File: src/rtl/assembler_scan_sequencer_if.sv
// ============================================================================
// Module      : assembler_scan_sequencer_if (with assembler_scan_pkg)
// Description : Phase type plus buffer-read / assembler handshake bundle.
// Revision    : 1.0 - initial release
// ============================================================================
`default_nettype none

package assembler_scan_pkg;
    typedef enum logic [2:0] {
        IDLE                = 3'd0,
        PC_MAPPING          = 3'd1,
        INSTRUCTION_MAPPING = 3'd2,
        SUCCESS             = 3'd3,
        ERROR               = 3'd4
    } assembler_state_t;
endpackage

interface assembler_scan_sequencer_if #(
    parameter int CHAR_PER_LINE = 64,
    parameter int NUMBER_LINES  = 256
);
    import assembler_scan_pkg::*;

    localparam int ADDR_W = $clog2(CHAR_PER_LINE * NUMBER_LINES);
    localparam int LINE_W = $clog2(NUMBER_LINES);
    localparam int COL_W  = $clog2(CHAR_PER_LINE);

    logic              start_in;
    logic              te_busy_in;
    logic              rd_en_out;
    logic [ADDR_W-1:0] rd_addr_out;
    logic [7:0]        rd_data_in;
    logic              asm_rst_out;
    logic              new_line_out;
    logic              new_char_out;
    logic [7:0]        char_out;
    logic [LINE_W-1:0] line_count_out;
    logic [COL_W-1:0]  char_count_out;
    logic              line_done_in;
    logic              line_error_in;
    assembler_state_t  phase_out;
    logic              done_out;

    modport master (
        input  start_in, te_busy_in, rd_data_in, line_done_in, line_error_in,
        output rd_en_out, rd_addr_out, asm_rst_out, new_line_out, new_char_out,
               char_out, line_count_out, char_count_out, phase_out, done_out
    );

    modport slave (
        output start_in, te_busy_in, rd_data_in, line_done_in, line_error_in,
        input  rd_en_out, rd_addr_out, asm_rst_out, new_line_out, new_char_out,
               char_out, line_count_out, char_count_out, phase_out, done_out
    );
endinterface

`default_nettype wire

File: src/rtl/assembler_scan_sequencer.sv
// ============================================================================
// Module      : assembler_scan_sequencer
// Description : Two-pass scan of the editor buffer feeding the assembler.
// Revision    : 1.0 - initial release
// ============================================================================
`default_nettype none

module assembler_scan_sequencer
    import assembler_scan_pkg::*;
#(
    parameter int CHAR_PER_LINE = 64,
    parameter int NUMBER_LINES  = 256,
    parameter int READ_LATENCY  = 2
) (
    input  wire logic                     clk_in,
    input  wire logic                     rst_n_in,
    assembler_scan_sequencer_if.master    bus
);

    localparam int ADDR_W = $clog2(CHAR_PER_LINE * NUMBER_LINES);
    localparam int LINE_W = $clog2(NUMBER_LINES);
    localparam int COL_W  = $clog2(CHAR_PER_LINE);
    localparam int WAIT_W = (READ_LATENCY > 2) ? $clog2(READ_LATENCY - 1) : 1;

    localparam logic [COL_W-1:0]  c_COL_LAST  = COL_W'(CHAR_PER_LINE - 1);
    localparam logic [LINE_W-1:0] c_LINE_LAST = LINE_W'(NUMBER_LINES - 1);
    localparam logic [WAIT_W-1:0] c_WAIT_LAST = WAIT_W'((READ_LATENCY > 1) ? READ_LATENCY - 2 : 0);

    typedef enum logic [2:0] {
        S_IDLE    = 3'd0,
        S_LINE    = 3'd1,
        S_READ    = 3'd2,
        S_WAIT    = 3'd3,
        S_DELIVER = 3'd4,
        S_CHECK   = 3'd5,
        S_END     = 3'd6
    } state_t;

    state_t            r_state,     w_state_next;
    assembler_state_t  r_phase,     w_phase_next;
    logic [LINE_W-1:0] r_line,      w_line_next;
    logic [COL_W-1:0]  r_col,       w_col_next;
    logic [WAIT_W-1:0] r_wait,      w_wait_next;
    logic [7:0]        r_char,      w_char_next;
    logic              r_done_seen, w_done_seen_next;
    logic              r_asm_rst,   w_asm_rst_next;
    logic              r_done,      w_done_next;

    logic              w_rd_en;
    logic              w_new_line;
    logic              w_new_char;
    logic              w_abort;
    logic              w_line_over;

    always_ff @(posedge clk_in or negedge rst_n_in) begin
        if (!rst_n_in) begin
            r_state     <= S_IDLE;
            r_phase     <= IDLE;
            r_line      <= '0;
            r_col       <= '0;
            r_wait      <= '0;
            r_char      <= '0;
            r_done_seen <= 1'b0;
            r_asm_rst   <= 1'b0;
            r_done      <= 1'b0;
        end else begin
            r_state     <= w_state_next;
            r_phase     <= w_phase_next;
            r_line      <= w_line_next;
            r_col       <= w_col_next;
            r_wait      <= w_wait_next;
            r_char      <= w_char_next;
            r_done_seen <= w_done_seen_next;
            r_asm_rst   <= w_asm_rst_next;
            r_done      <= w_done_next;
        end
    end

    always_comb begin
        w_state_next     = r_state;
        w_phase_next     = r_phase;
        w_line_next      = r_line;
        w_col_next       = r_col;
        w_wait_next      = r_wait;
        w_char_next      = r_char;
        w_done_seen_next = r_done_seen;
        w_asm_rst_next   = 1'b0;
        w_done_next      = 1'b0;
        w_rd_en          = 1'b0;
        w_new_line       = 1'b0;
        w_new_char       = 1'b0;
        w_abort          = bus.line_error_in &&
                           (r_phase == PC_MAPPING || r_phase == INSTRUCTION_MAPPING);
        w_line_over      = r_done_seen || bus.line_done_in || (r_col == c_COL_LAST);

        // A restart beats everything, including a same-cycle error
        if (bus.start_in) begin
            w_state_next     = S_LINE;
            w_phase_next     = PC_MAPPING;
            w_line_next      = '0;
            w_col_next       = '0;
            w_wait_next      = '0;
            w_done_seen_next = 1'b0;
            w_asm_rst_next   = 1'b1;
        end else if (w_abort) begin
            w_state_next     = S_IDLE;
            w_phase_next     = ERROR;
            w_done_seen_next = 1'b0;
            w_done_next      = 1'b1;
        end else begin
            case (r_state)
                S_IDLE: ;
                S_LINE: begin
                    w_new_line   = 1'b1;
                    w_state_next = S_READ;
                end
                S_READ: begin
                    if (!bus.te_busy_in) begin
                        w_rd_en      = 1'b1;
                        w_wait_next  = '0;
                        w_state_next = (READ_LATENCY > 1) ? S_WAIT : S_DELIVER;
                    end
                end
                // The read is already issued; terminal activity cannot cancel it
                S_WAIT: begin
                    if (r_wait == c_WAIT_LAST) begin
                        w_state_next = S_DELIVER;
                    end else begin
                        w_wait_next = r_wait + WAIT_W'(1);
                    end
                end
                S_DELIVER: begin
                    w_char_next      = bus.rd_data_in;
                    w_done_seen_next = r_done_seen || bus.line_done_in;
                    w_state_next     = S_CHECK;
                end
                S_CHECK: begin
                    w_new_char = 1'b1;
                    if (w_line_over) begin
                        w_col_next       = '0;
                        w_done_seen_next = 1'b0;
                        if (r_line == c_LINE_LAST) begin
                            w_state_next = S_END;
                        end else begin
                            w_line_next  = r_line + LINE_W'(1);
                            w_state_next = S_LINE;
                        end
                    end else begin
                        w_col_next   = r_col + COL_W'(1);
                        w_state_next = S_READ;
                    end
                end
                // Second pass keeps the label table, so no assembler reset here
                S_END: begin
                    if (r_phase == PC_MAPPING) begin
                        w_phase_next = INSTRUCTION_MAPPING;
                        w_line_next  = '0;
                        w_col_next   = '0;
                        w_state_next = S_LINE;
                    end else begin
                        w_phase_next = SUCCESS;
                        w_done_next  = 1'b1;
                        w_state_next = S_IDLE;
                    end
                end
                default: w_state_next = S_IDLE;
            endcase
        end
    end

    assign bus.rd_en_out      = w_rd_en;
    assign bus.rd_addr_out    = ADDR_W'(r_line) * ADDR_W'(CHAR_PER_LINE) + ADDR_W'(r_col);
    assign bus.asm_rst_out    = r_asm_rst;
    assign bus.new_line_out   = w_new_line;
    assign bus.new_char_out   = w_new_char;
    assign bus.char_out       = r_char;
    assign bus.line_count_out = r_line;
    assign bus.char_count_out = r_col;
    assign bus.phase_out      = r_phase;
    assign bus.done_out       = r_done;

endmodule

`default_nettype wire

File: src/flat_wrapper.sv
// flat-port wrapper written by rule: the top's interface ports become plain ports
module assembler_scan_sequencer_flat import assembler_scan_pkg::*;
#(
    parameter int CHAR_PER_LINE = 64,
    parameter int NUMBER_LINES  = 256,
    parameter int READ_LATENCY  = 2
)
  (clk_in, rst_n_in, bus_start_in, bus_te_busy_in, bus_rd_data_in, bus_line_done_in, bus_line_error_in, bus_rd_en_out, bus_rd_addr_out, bus_asm_rst_out, bus_new_line_out, bus_new_char_out, bus_char_out, bus_line_count_out, bus_char_count_out, bus_phase_out, bus_done_out);
  assembler_scan_sequencer_if #(.CHAR_PER_LINE(CHAR_PER_LINE), .NUMBER_LINES(NUMBER_LINES)) bus_i ();
  input  wire logic clk_in;
  input  wire logic rst_n_in;
  input wire logic [$bits(bus_i.start_in)-1:0] bus_start_in;
  input wire logic [$bits(bus_i.te_busy_in)-1:0] bus_te_busy_in;
  input wire logic [$bits(bus_i.rd_data_in)-1:0] bus_rd_data_in;
  input wire logic [$bits(bus_i.line_done_in)-1:0] bus_line_done_in;
  input wire logic [$bits(bus_i.line_error_in)-1:0] bus_line_error_in;
  output wire logic [$bits(bus_i.rd_en_out)-1:0] bus_rd_en_out;
  output wire logic [$bits(bus_i.rd_addr_out)-1:0] bus_rd_addr_out;
  output wire logic [$bits(bus_i.asm_rst_out)-1:0] bus_asm_rst_out;
  output wire logic [$bits(bus_i.new_line_out)-1:0] bus_new_line_out;
  output wire logic [$bits(bus_i.new_char_out)-1:0] bus_new_char_out;
  output wire logic [$bits(bus_i.char_out)-1:0] bus_char_out;
  output wire logic [$bits(bus_i.line_count_out)-1:0] bus_line_count_out;
  output wire logic [$bits(bus_i.char_count_out)-1:0] bus_char_count_out;
  output wire logic [$bits(bus_i.phase_out)-1:0] bus_phase_out;
  output wire logic [$bits(bus_i.done_out)-1:0] bus_done_out;
  assign bus_i.start_in = bus_start_in;
  assign bus_i.te_busy_in = bus_te_busy_in;
  assign bus_i.rd_data_in = bus_rd_data_in;
  assign bus_i.line_done_in = bus_line_done_in;
  assign bus_i.line_error_in = bus_line_error_in;
  assign bus_rd_en_out = bus_i.rd_en_out;
  assign bus_rd_addr_out = bus_i.rd_addr_out;
  assign bus_asm_rst_out = bus_i.asm_rst_out;
  assign bus_new_line_out = bus_i.new_line_out;
  assign bus_new_char_out = bus_i.new_char_out;
  assign bus_char_out = bus_i.char_out;
  assign bus_line_count_out = bus_i.line_count_out;
  assign bus_char_count_out = bus_i.char_count_out;
  assign bus_phase_out = bus_i.phase_out;
  assign bus_done_out = bus_i.done_out;
  assembler_scan_sequencer #(.CHAR_PER_LINE(CHAR_PER_LINE), .NUMBER_LINES(NUMBER_LINES), .READ_LATENCY(READ_LATENCY)) u_core (.clk_in(clk_in), .rst_n_in(rst_n_in), .bus(bus_i));
endmodule
File: config.mk
export PLATFORM = sky130hd
export DESIGN_NAME = assembler_scan_sequencer_flat
export DESIGN_NICKNAME = d
export VERILOG_FILES = /design/src/rtl/assembler_scan_sequencer_if.sv /design/src/rtl/assembler_scan_sequencer.sv /design/src/flat_wrapper.sv
export SDC_FILE = /design/constraint.sdc
export NUM_CORES = 1
export LEC_CHECK = 0
export ABC_AREA = 1
export CORE_MARGIN = 3
export CORE_UTILIZATION = 42
export CTS_CLUSTER_DIAMETER = 150
export DETAILED_ROUTE_END_ITERATION = 8
export GPL_ROUTABILITY_DRIVEN = 1
export PLACE_DENSITY = 0.76
export SKIP_LAST_GASP = 1
export SLEW_MARGIN = 20
export SYNTH_ARGS = -nofsm -noshare
export SYNTH_HDL_FRONTEND = slang
export SYNTH_SLANG_ARGS = --single-unit
export TNS_END_PERCENT = 5
File: constraint.sdc
create_clock -name clk_in -period 1.4 [get_ports clk_in]
set_input_delay 0.21 -clock clk_in [delete_from_list [all_inputs] [get_ports clk_in]]
set_output_delay 0.21 -clock clk_in [all_outputs]
set_load 0.1 [all_outputs]
# Word level (Yosys, flattened, before mapping)
# Cells that the tools add are included.
# classes
addsub,4
n_eq_ne,19
mux,47
bitwise_logic,2
reduce_logical,15
# ops
cell,n
two-way mux 8 bit,5
two-way mux 3 bit,9
two-way mux 1 bit,24
two-way mux 6 bit,4
case mux 3 bit (7 select lines),1
case mux 8 bit (2 select lines),1
adder 14 x 6 -> 14 bit,1
case mux 6 bit (2 select lines),1
AND reduction 3 bit,4
"equality test 3 x 2 -> 1 bit, second input constant",3
"equality test 3 bit, second input constant",3
"inequality test 3 x 2 -> 1 bit, second input constant",3
nonzero test 3 bit,3
"adder 8 x 1 -> 8 bit, second input constant",1
"equality test 8 bit, second input constant",1
"adder 6 x 1 -> 6 bit, second input constant",1
"equality test 3 x 1 -> 1 bit, second input constant",2
"equality test 6 bit, second input constant",1
"inequality test 3 bit, second input constant",2
AND reduction 5 bit,1
"inequality test 4 x 2 -> 1 bit, second input constant",1
"inequality test 4 x 3 -> 1 bit, second input constant",1
"inequality test 4 bit, second input constant",1
case mux 1 bit (2 select lines),2
8 further kinds,11
# word_totals
register_bits,32
input_bits,14
out_inout_bits,44
elab_cells,96

# Longest topological paths before layout
# Gate-level depths: netlist (run 1).
# logic_depth
ltp_word,6
depth_mapped,9
ltp_nobuf,9

# Worst setup path before layout (run 1)
# No wires, ideal clock.
# synth_path
path_type,flip-flop to output port
start,register u_core.r_phase[2] (netlist: u_core.bus.phase_out[2])
end,output bus_rd_en_out
arrival_ns,3.575
required_time_ns,1.190
path_slack_ns,-2.385
stages_incl_launch_ff,7
n_path_buf,0
path_cell_list,dfrtp_1 -> inv_1 -> nand3_2 -> nand2_1 -> nand2_1 -> nand2_1 -> nor3_1
# synth_between
elab_chain_len,5
word_cells_on_any_way,6
classes_between,2 x eq/ne; 2 x mux; 2 x reduce/logical
# synth_rtl
item,line,rtl
start: declaration,assembler_scan_sequencer.sv:40,"assembler_state_t r_phase, w_phase_next;"
start signal: assignment,assembler_scan_sequencer.sv:68,r_phase <= w_phase_next;
equality test 3 x 1 -> 1 bit / equality test 3 x 2 -> 1 bit (equally long branches),assembler_scan_sequencer.sv:93,(r_phase == PC_MAPPING || r_phase == INSTRUCTION_MAPPING);
logical OR 1 bit (*),assembler_scan_sequencer.sv:93,
logical AND 1 bit (*),assembler_scan_sequencer.sv:92,w_abort = bus.line_error_in &&
two-way mux 1 bit (*),assembler_scan_sequencer.sv:105,end else if (w_abort) begin
two-way mux 1 bit (*),assembler_scan_sequencer.sv:97,if (bus.start_in) begin
end: declaration,flat_wrapper.sv:17,output wire logic [$bits(bus_i.rd_en_out)-1:0] bus_rd_en_out;
# Mark *: on every way between the ends. The rest lies on a longest branch, timed or not.

# Worst setup path in the final report (run 1)
# layout_path
start,register u_core.r_phase[1] (netlist: u_core.bus.phase_out[1])
end,output bus_new_char_out
# layout_between
elab_chain_len,5
word_cells_on_any_way,6
classes_between,2 x eq/ne; 2 x mux; 2 x reduce/logical
# layout_rtl
item,line,rtl
equality test 3 x 1 -> 1 bit / equality test 3 x 2 -> 1 bit (equally long branches),assembler_scan_sequencer.sv:93,
logical OR 1 bit (*),assembler_scan_sequencer.sv:93,
logical AND 1 bit (*),assembler_scan_sequencer.sv:92,
two-way mux 1 bit (*),assembler_scan_sequencer.sv:105,
two-way mux 1 bit (*),assembler_scan_sequencer.sv:97,
end: declaration,flat_wrapper.sv:21,output wire logic [$bits(bus_i.new_char_out)-1:0] bus_new_char_out;
# Marked as above.

==> out/metrics.yaml, run 1 <==
logic_synthesis:
  synth.avg_cell_area_um2: 7.36
  synth_fp_nets: 273
  netlist.area_leader.share_pct: 41.0
  synth_edf_count: 0
  yosysUniqueCellTypes: 25
  synth_top_flop_cell: "dfrtp_1"
  seq_area_frac_synth_pct: 41.0
  postSynthCellCount: 257
  yosys.area.top_type: "dfrtp_1"
  yosys-top-cells-area: "dfrtp_1 (41%), nand2_1 (15%), nand3_1 (10%)"
  ys_warn_count: 0
  ys_seq_elements: 31
  synthArstFlopShare_pct: 100
  netlist_area_um2: 1890
timing:
  fmax_mhz: 559
  skew_ns: 0.00588
  rsz0062_at_grt: "true"
  tightest_slew_ns: 0.339
  worst_slew_margin_rel_pct: 77.4
  hold_viol: 0
  slew_violations: 0
  final-setup-viol-count: 29
  setup_slack_ns: -0.389
  period_share_pct: 128
  hold_slack_ns: 0.279
  fin_crit_ns: 1.79
global_routing:
  grt_pass1_vias: 2108
  grt-ovfl-total: 0
  grt_pass1_wl_um: 9870
  grt_max_degree: 32
  antenna_found_initial: 0
  grt.total_usage_pct: 24.2
critical_path:
  crit_type: "reg -> out"
  r2r_start: "u_core.bus.phase_out[1]$_DFFE_PN0P_"
  crit_chain: "nand3_2 -> nand2_2 -> nand2_4 -> nand2_8 -> buf_12 -> nor2_4 -> buf_12"
  cp-start-kind: "flop"
  end_kind: "output port"
  critPathMaxStageDelay_ns: 0.50
  cp_data_required_time_ns: 1.19
  crit_top_cell: "buf_12"
  worstReg2RegEnd: "u_core.bus.char_count_out[0]$_DFFE_PN0P_"
  path_buf_inv: 2
  path_max_fanout: 4
  arrival_ns: 1.58
  critical_path.top_delay_family: "flip-flops"
  slowest_stage: "dfrtp_4"
  regToRegSetupSlack_ns: -0.21
  rr_worst_depth: 10
placed_design:
  gp_congestion: 0.891
  hpwlAfterDp_um: 4260
  port-buffer-count: 57
  dp_cells: 392
  dpl_cell_area_um2: 3270
min_path:
  min_path_type: "in -> async"
route:
  wl_per_cell_um: 14.5
  wl_met2_um: 3000
  dr.pass1.iters: 4
  top_layer: "met4"
  met1_length_um: 2320
  viasPerCell: 5.26
  wl_met3_um: 395
  wirelength_um: 5890
  vias: 2129
  ant_nets: 0
  drc: 0
  drt_iter0_drc: 164
cts:
  h-tree-depth: 2
  cts_hold_buf: 0
  clkTransAtPathRegs_ns: 0.07
  cts_sinks: 31
  clk_latency_ns: 0.29
  clockBufferDepth: 2
  cts_buffers: 5
  cts_tree: "built"
  cts_root_buf: "clkbuf_8"
die:
  io-pin-count: 58
  die_w_um: 73.1
  core_um2: 4170
  die_h_um: 73.1
  initial_core_util_pct: 45.3
  die-area_um2: 5350
  rows: 23
layout:
  area_growth_pct: 81.9
  final_area_um2: 3440
  fin_cells: 405
  drive_gt1_share_pct: 38.3
  final_cell_mix: "nand2_1 (73), buf_4 (48), buf_12 (47)"
  final_common_cell: "nand2_1"
  n_antenna_cell: 0
  fin_nets: 370
  utilization_pct: 82.5
outcome:
  status: "finished, violations left"
  violations: "setup timing"
power_and_ir_drop:
  vdd_drop_max_mv: 0.986
  p_per_area_nw_per_um2: 1100
  p_leak_uw: 0.00164
job:
  cap_violations: 0
==> worst register-to-register path: stages (launching register included) <==
cell     delay [ns]
dfrtp_4        0.50
nand3_2        0.07
nand2_2        0.07
nand2_4        0.09
nand2_8        0.07
buf_12         0.14
nor2_4         0.14
buf_4          0.13
buf_4          0.10
nand2_1        0.05
a21oi_1        0.15
==> worst max-delay path by stage <==
| stage | cells after the start | to | startpoint |
|---|---|---|---|
| after floorplan | 5 | bus_rd_en_out | u_core.bus.phase_out[0]$_DFFE_PN0P_ |
| after global placement | 6 | bus_new_line_out | bus_start_in |
| after detailed placement | 6 | bus_new_line_out | bus_start_in |
| after CTS | 7 | bus_new_char_out | u_core.bus.phase_out[1]$_DFFE_PN0P_ |
| after global routing | 7 | bus_new_char_out | u_core.bus.phase_out[1]$_DFFE_PN0P_ |
| final | 7 | bus_new_char_out | u_core.bus.phase_out[1]$_DFFE_PN0P_ |
==> timing repair <==
action,in CTS,in global routing
hold endpoints to repair,0,0
buffers inserted,2,3
resized for setup,1,2
endpoints found under the setup margin,21,29
pin swaps,5,1
gates cloned,0,0
==> layout make-up <==
cell class	instances	area (um2)
timing repair buffer	109	1440
multi-input combinational	184	953
sequential	31	792
fill	223	731
clock buffer	8	100
inverter	23	91.3
tap	50	62.6
==> Yosys cell counts, types with 3 or more instances <==
master / instances
a21oi_1: 5
buf_4: 14
dfrtp_1: 31
inv_1: 20
inv_2: 3
nand2_1: 76
nand2_2: 3
nand3_1: 39
nand3_2: 7
nor2_1: 29
nor3_1: 8
o21ai_0: 4
==> routing by layer <==
layer / global-route usage (%) / vias to the layer above
met1: 29.7 / 1021
met3: 6.89 / 18
met2: 39.7 / 79
met5: 0 / -
li1: - / 1011
met4: 10.2 / 0
==> power by group <==
group / total (uW) / switching (uW) / internal, uW / leakage (uW)
clock network: 791 / 342 / 448 / 0.0000515
logic: 1900 / 1210 / 696 / 0.00119
registers: 1080 / 86.9 / 993 / 0.000407
total: 3770 / 1640 / 2140 / 0.00164
==> flip-flops by register name, summed over array words and instances (netlist names) <==
register and count:
u_core.r_done_seen 1, u_core.bus.done_out 1, u_core.bus.line_count_out 8, u_core.bus.asm_rst_out 1, u_core.r_state 3, u_core.bus.phase_out 3, u_core.bus.char_out 8, u_core.bus.char_count_out 6
==> through the flow <==
stage	total power (uW)	TNS (ns)	setup WS [ns]
2_1_floorplan	2190	-13.42	-0.647
3_3_place_gp	2920	-3.05	-0.206
3_5_place_dp	2950	-3.85	-0.235
4_1_cts	3760	-2.17	-0.366
5_1_grt	3930	-7.07	-0.451
6_report	3770	-3.61	-0.389
==> logic make-up (layout without fill, tap and decap cells) <==
family | after synthesis | in the layout | synth area share [%]
and+or+nand+nor | 165 | 165 | 39.8
buffers and inverters | 42 | 140 | 12.0
DFF | 31 | 31 | 41.0
AOI/OAI and AO/OA | 14 | 14 | 4.43
xor gates and xnor gates | 3 | 3 | 1.39
adders and majority gates | 2 | 2 | 1.32
Note: power is estimated with default switching activity, not from simulation.
==> run 2, diff against run 1 <==
--- a/config.mk
+++ b/config.mk
@@ -6,7 +6,6 @@
 export NUM_CORES = 1
 export LEC_CHECK = 0
 export ABC_AREA = 1
-export CORE_MARGIN = 3
 export CORE_UTILIZATION = 42
 export CTS_CLUSTER_DIAMETER = 150
 export DETAILED_ROUTE_END_ITERATION = 8
==> out/metrics.yaml, run 2 (synthesis results as in run 1) <==
critical_path:
  cp-start-kind: "flop"
  regToRegSetupSlack_ns: -0.13
  end_kind: "output port"
  path_max_fanout: 5
  arrival_ns: 1.51
  r2r_start: "u_core.bus.char_count_out[0]$_DFFE_PN0P_"
  crit_chain: "nand3_2 -> nand2_4 -> nand2_4 -> nand2_8 -> buf_6 -> nor2_4 -> buf_12"
  crit_top_cell: "nand2_4"
  critPathMaxStageDelay_ns: 0.50
  slowest_stage: "dfrtp_4"
  cp_data_required_time_ns: 1.19
  worstReg2RegEnd: "u_core.bus.line_count_out[0]$_DFFE_PN0P_"
  crit_type: "reg -> out"
  rr_worst_depth: 8
timing:
  period_share_pct: 123
  rsz0062_at_grt: "true"
  slew_violations: 0
  final-setup-viol-count: 23
  fin_crit_ns: 1.72
  worst_slew_margin_rel_pct: 78.4
  hold_viol: 0
  skew_ns: 0.00741
  setup_tns_ns: -2.37
  setup_slack_ns: -0.321
  tightest_slew_ns: 0.324
  fmax_mhz: 581
route:
  drt_iter0_drc: 148
  ant_nets: 0
  wirelength_um: 5430
  viasPerCell: 5.00
  vias: 2032
  drc: 0
  dr.pass1.iters: 4
  wl_per_cell_um: 13.4
die:
  rows: 24
  initial_core_util_pct: 43.4
  die-area_um2: 4780
  die_w_um: 69.1
  io-pin-count: 58
  die_h_um: 69.1
  core_um2: 4350
cts:
  cts_tree: "built"
  clockBufferDepth: 2
  cts_buffers: 5
  cts_root_buf: "clkbuf_8"
  cts_sinks: 31
  clk_latency_ns: 0.30
  clkTransAtPathRegs_ns: 0.07
  h-tree-depth: 2
layout:
  final_area_um2: 3440
  regArea_um2: 792
  area_growth_pct: 81.8
  fin_cells: 406
  n_antenna_cell: 0
  nFillCells: 264
  drive_gt1_share_pct: 38.7
  fin_nets: 369
  final_common_cell: "nand2_1"
  multi_input_area_um2: 963
  final_cell_mix: "nand2_1 (73), buf_4 (49), buf_12 (45)"
job:
  cap_violations: 0
min_path:
  min_path_type: "in -> async"
placed_design:
  dp_cells: 397
  gp_congestion: 0.882
  port-buffer-count: 57
  dpl_cell_area_um2: 3290
  hpwlAfterDp_um: 3990
global_routing:
  grt_pass1_vias: 2001
  grt-ovfl-total: 0
  antenna_found_initial: 0
  grt_max_degree: 32
  grt_pass1_wl_um: 9160
  grt.total_usage_pct: 24.4
power_and_ir_drop:
  p_leak_uw: 0.00164
  p_per_area_nw_per_um2: 1130
  vdd_drop_max_mv: 1.06
outcome:
  status: "finished, violations left"
  violations: "setup timing"
## run 2: power by group
part	internal, uW	leakage (uW)	switching (uW)
clock network	575	0.0000612	356
logic	687	0.00117	1200
registers	993	0.000407	86.2
## run 2: critical path, delay by kind of cell, from the launching register on
family | cells | cell delay, ns
DFF | 1 | 0.50
and+or+nand+nor | 5 | 0.39
buffers and inverters | 2 | 0.31
## run 2: worst max path at each step
stage	from	endpoint	slack, ns	depth (start not counted)
2_1_floorplan	u_core.bus.phase_out[0]$_DFFE_PN0P_	bus_rd_en_out	-0.65	5
3_3_place_gp	bus_start_in	bus_new_line_out	-0.23	6
3_5_place_dp	bus_start_in	bus_new_line_out	-0.24	6
4_1_cts	u_core.bus.phase_out[0]$_DFFE_PN0P_	bus_new_line_out	-0.35	7
5_1_grt	u_core.bus.phase_out[1]$_DFFE_PN0P_	bus_new_line_out	-0.37	7
6_report	u_core.bus.phase_out[1]$_DFFE_PN0P_	bus_new_line_out	-0.32	7
## run 2: final cells by class
type / count / area share [%]
inverter: 23 / 2.66
tap: 52 / 1.89
clock buffer: 6 / 2.40
timing repair buffer: 108 / 41.0
clock inverter: 2 / 1.02
sequential: 31 / 23.0
multi-input combinational: 184 / 28.0
## run 2: what timing repair did
action / CTS / global route
hold buffers: 0 / 0
setup endpoints to repair: 24 / 29
pin swaps: 5 / 2
resized for setup: 1 / 4
setup buffers: 1 / 0
## run 2: per-layer routing
layer  track usage (%)  up-vias  wire [um]
met5                 0        -          0
met4              11.3        0        145
met3              4.68       14        249
met2              41.3       61       2750
met1              29.8      948       2290
li1                  -     1009          -
## run 2: stage by stage
stage          hold slack [ns]  util (%)  setup slack, ns  total power [uW]
6_report                 0.275      79.0           -0.321              3900
5_1_grt                  0.299      79.0           -0.371              4040
4_1_cts                  0.283      78.4           -0.352              3900
3_5_place_dp             0.522      75.5           -0.243              2960
3_3_place_gp             0.519      75.5           -0.231              2930
2_1_floorplan          -0.0856         -           -0.647              2190
==> run 3, diff against run 2 <==
--- a/config.mk
+++ b/config.mk
@@ -6,11 +6,11 @@
 export NUM_CORES = 1
 export LEC_CHECK = 0
 export ABC_AREA = 1
-export CORE_UTILIZATION = 42
+export CORE_UTILIZATION = 50
 export CTS_CLUSTER_DIAMETER = 150
 export DETAILED_ROUTE_END_ITERATION = 8
 export GPL_ROUTABILITY_DRIVEN = 1
-export PLACE_DENSITY = 0.76
+export PLACE_DENSITY = 0.85
 export SKIP_LAST_GASP = 1
 export SLEW_MARGIN = 20
 export SYNTH_ARGS = -nofsm -noshare
==> constraint.sdc (replaced) <==
create_clock -name clk_in -period 2 [get_ports clk_in]
set_input_delay 0.3 -clock clk_in [delete_from_list [all_inputs] [get_ports clk_in]]
set_output_delay 0.3 -clock clk_in [all_outputs]
set_load 0.1 [all_outputs]
==> out/metrics.yaml, run 3 (synthesis results as in run 1) <==
cts:
  h-tree-depth: 2
  cts-resized-gates: 0
  cts_tree: "built"
  cts_hold_buf: 0
  cts_sinks: 31
  clk_latency_ns: 0.29
  clockBufferDepth: 2
  post_cts_buffers: 0
  cts_root_buf: "clkbuf_8"
  clkTransAtPathRegs_ns: 0.06
  cts_buffers: 5
global_routing:
  grt_max_degree: 32
  grt_pass1_wl_um: 7610
  grt_pass1_vias: 1644
  grt.total_usage_pct: 24.8
  grt-ovfl-total: 0
  antenna_found_initial: 0
timing:
  tightest_slew_ns: 0.395
  final-setup-viol-count: 0
  rsz0062_at_grt: "false"
  worst_slew_margin_rel_pct: 73.6
  hold_viol: 0
  hold_slack_ns: 0.406
  fmax_mhz: 528
  slew_violations: 0
  fin_crit_ns: 1.89
  skew_ns: 0.00431
  setup_slack_ns: 0.106
  setup_tns_ns: 0
  period_share_pct: 94.7
route:
  wl_per_cell_um: 12.8
  vias: 1807
  viasPerCell: 5.09
  drt_iter0_drc: 101
  dr.pass1.iters: 4
  drc: 0
  wirelength_um: 4540
  ant_nets: 0
critical_path:
  arrival_ns: 1.59
  end_kind: "output port"
  crit_top_cell: "nand2_2"
  critical_path.top_delay_family: "simple AND/OR/NAND/NOR gates"
  path_buf_inv: 1
  cp-start-kind: "flop"
  critPathMaxStageDelay_ns: 0.50
  slowest_stage: "dfrtp_4"
  path_max_fanout: 5
  cp_data_required_time_ns: 1.70
  crit_type: "reg -> out"
  crit_chain: "nand3_4 -> nand2_2 -> nand2_2 -> nand2_4 -> nor3_4 -> buf_12"
layout:
  nFillCells: 302
  fin_nets: 325
  area_growth_pct: 33.1
  drive_gt1_share_pct: 29.4
  multi_input_area_um2: 940
  n_antenna_cell: 0
  final_common_cell: "nand2_1"
  regArea_um2: 792
  fin_cells: 355
  final_cell_mix: "nand2_1 (73), buf_4 (48), nand3_1 (38)"
die:
  die_h_um: 63.5
  initial_core_util_pct: 54.5
  die-area_um2: 4030
  core_um2: 3470
  die_w_um: 63.5
  io-pin-count: 58
  rows: 21
power_and_ir_drop:
  p_leak_uw: 0.00127
  vdd_drop_max_mv: 1.01
  p_per_area_nw_per_um2: 884
outcome:
  status: "completed"
placed_design:
  hpwlAfterDp_um: 3400
  dp_cells: 348
  port-buffer-count: 57
  pre_cts_ws_ns: 0.132
  gp_congestion: 0.819
job:
  cap_violations: 0
min_path:
  min_path_type: "in -> async"
-- run 3: cell count changes in the layout (fill, tap and decap cells not counted) --
cell,change
buf_12,-42
buf_4,-1
buf_6,-1
bufinv_16,-1
nand2_2,+2
nand2_4,-1
nand2_8,-1
nand3_1,+1
nand3_2,-1
-- run 3: where the power goes --
part | total (uW) | switching (uW) | leakage (uW) | internal (uW)
Clock | 500 | 230 | 0.0000470 | 269
Combinational | 968 | 763 | 0.000819 | 205
Sequential | 759 | 63.9 | 0.000407 | 695
-- run 3: per-layer routing --
layer	global-route usage [%]	vias to the layer above	wire length (um)
met5	0	-	0
met4	10.2	0	80
met1	32.8	825	2110
met3	6.16	7	256
met2	38.4	53	2090
li1	-	922	-
-- run 3: per-stage QoR --
stage          util [%]  instance area (um2)  power (uW)
2_1_floorplan         -                 1960        1530
3_3_place_gp       70.1                 2430        1730
3_5_place_dp       70.1                 2430        1740
4_1_cts            72.6                 2520        2230
5_1_grt            72.6                 2520        2320
6_report           72.6                 2520        2230
-- run 3: final cells by class --
class | instances | area share [%]
timing repair buffer | 64 | 21.9
tap | 46 | 2.29
sequential | 31 | 31.4
inverter | 23 | 3.63
multi-input combinational | 184 | 37.3
clock buffer | 6 | 3.28
clock inverter | 1 | 0.199
-- run 3: worst paths after layout --
| kind | startpoint | to | slack [ns] | cells past startpoint |
|---|---|---|---|---|
| min in group clk_in | u_core.bus.char_out[0]$_DFFE_PN0P_ | u_core.bus.char_out[0]$_DFFE_PN0P_ | 0.47 | 2 |
| max in group asynchronous | rst_n_in | u_core.bus.phase_out[2]$_DFFE_PN0P_ | 1.27 | 2 |
| setup reg to reg | u_core.bus.line_count_out[0]$_DFFE_PN0P_ | u_core.bus.line_count_out[0]$_DFFE_PN0P_ | 0.31 | 9 |
| setup / recovery | u_core.bus.phase_out[0]$_DFFE_PN0P_ | bus_rd_en_out | 0.11 | 6 |
| hold reg to reg | u_core.bus.char_out[0]$_DFFE_PN0P_ | u_core.bus.char_out[0]$_DFFE_PN0P_ | 0.47 | 2 |
| hold / removal | rst_n_in | u_core.bus.char_out[1]$_DFFE_PN0P_ | 0.41 | 2 |
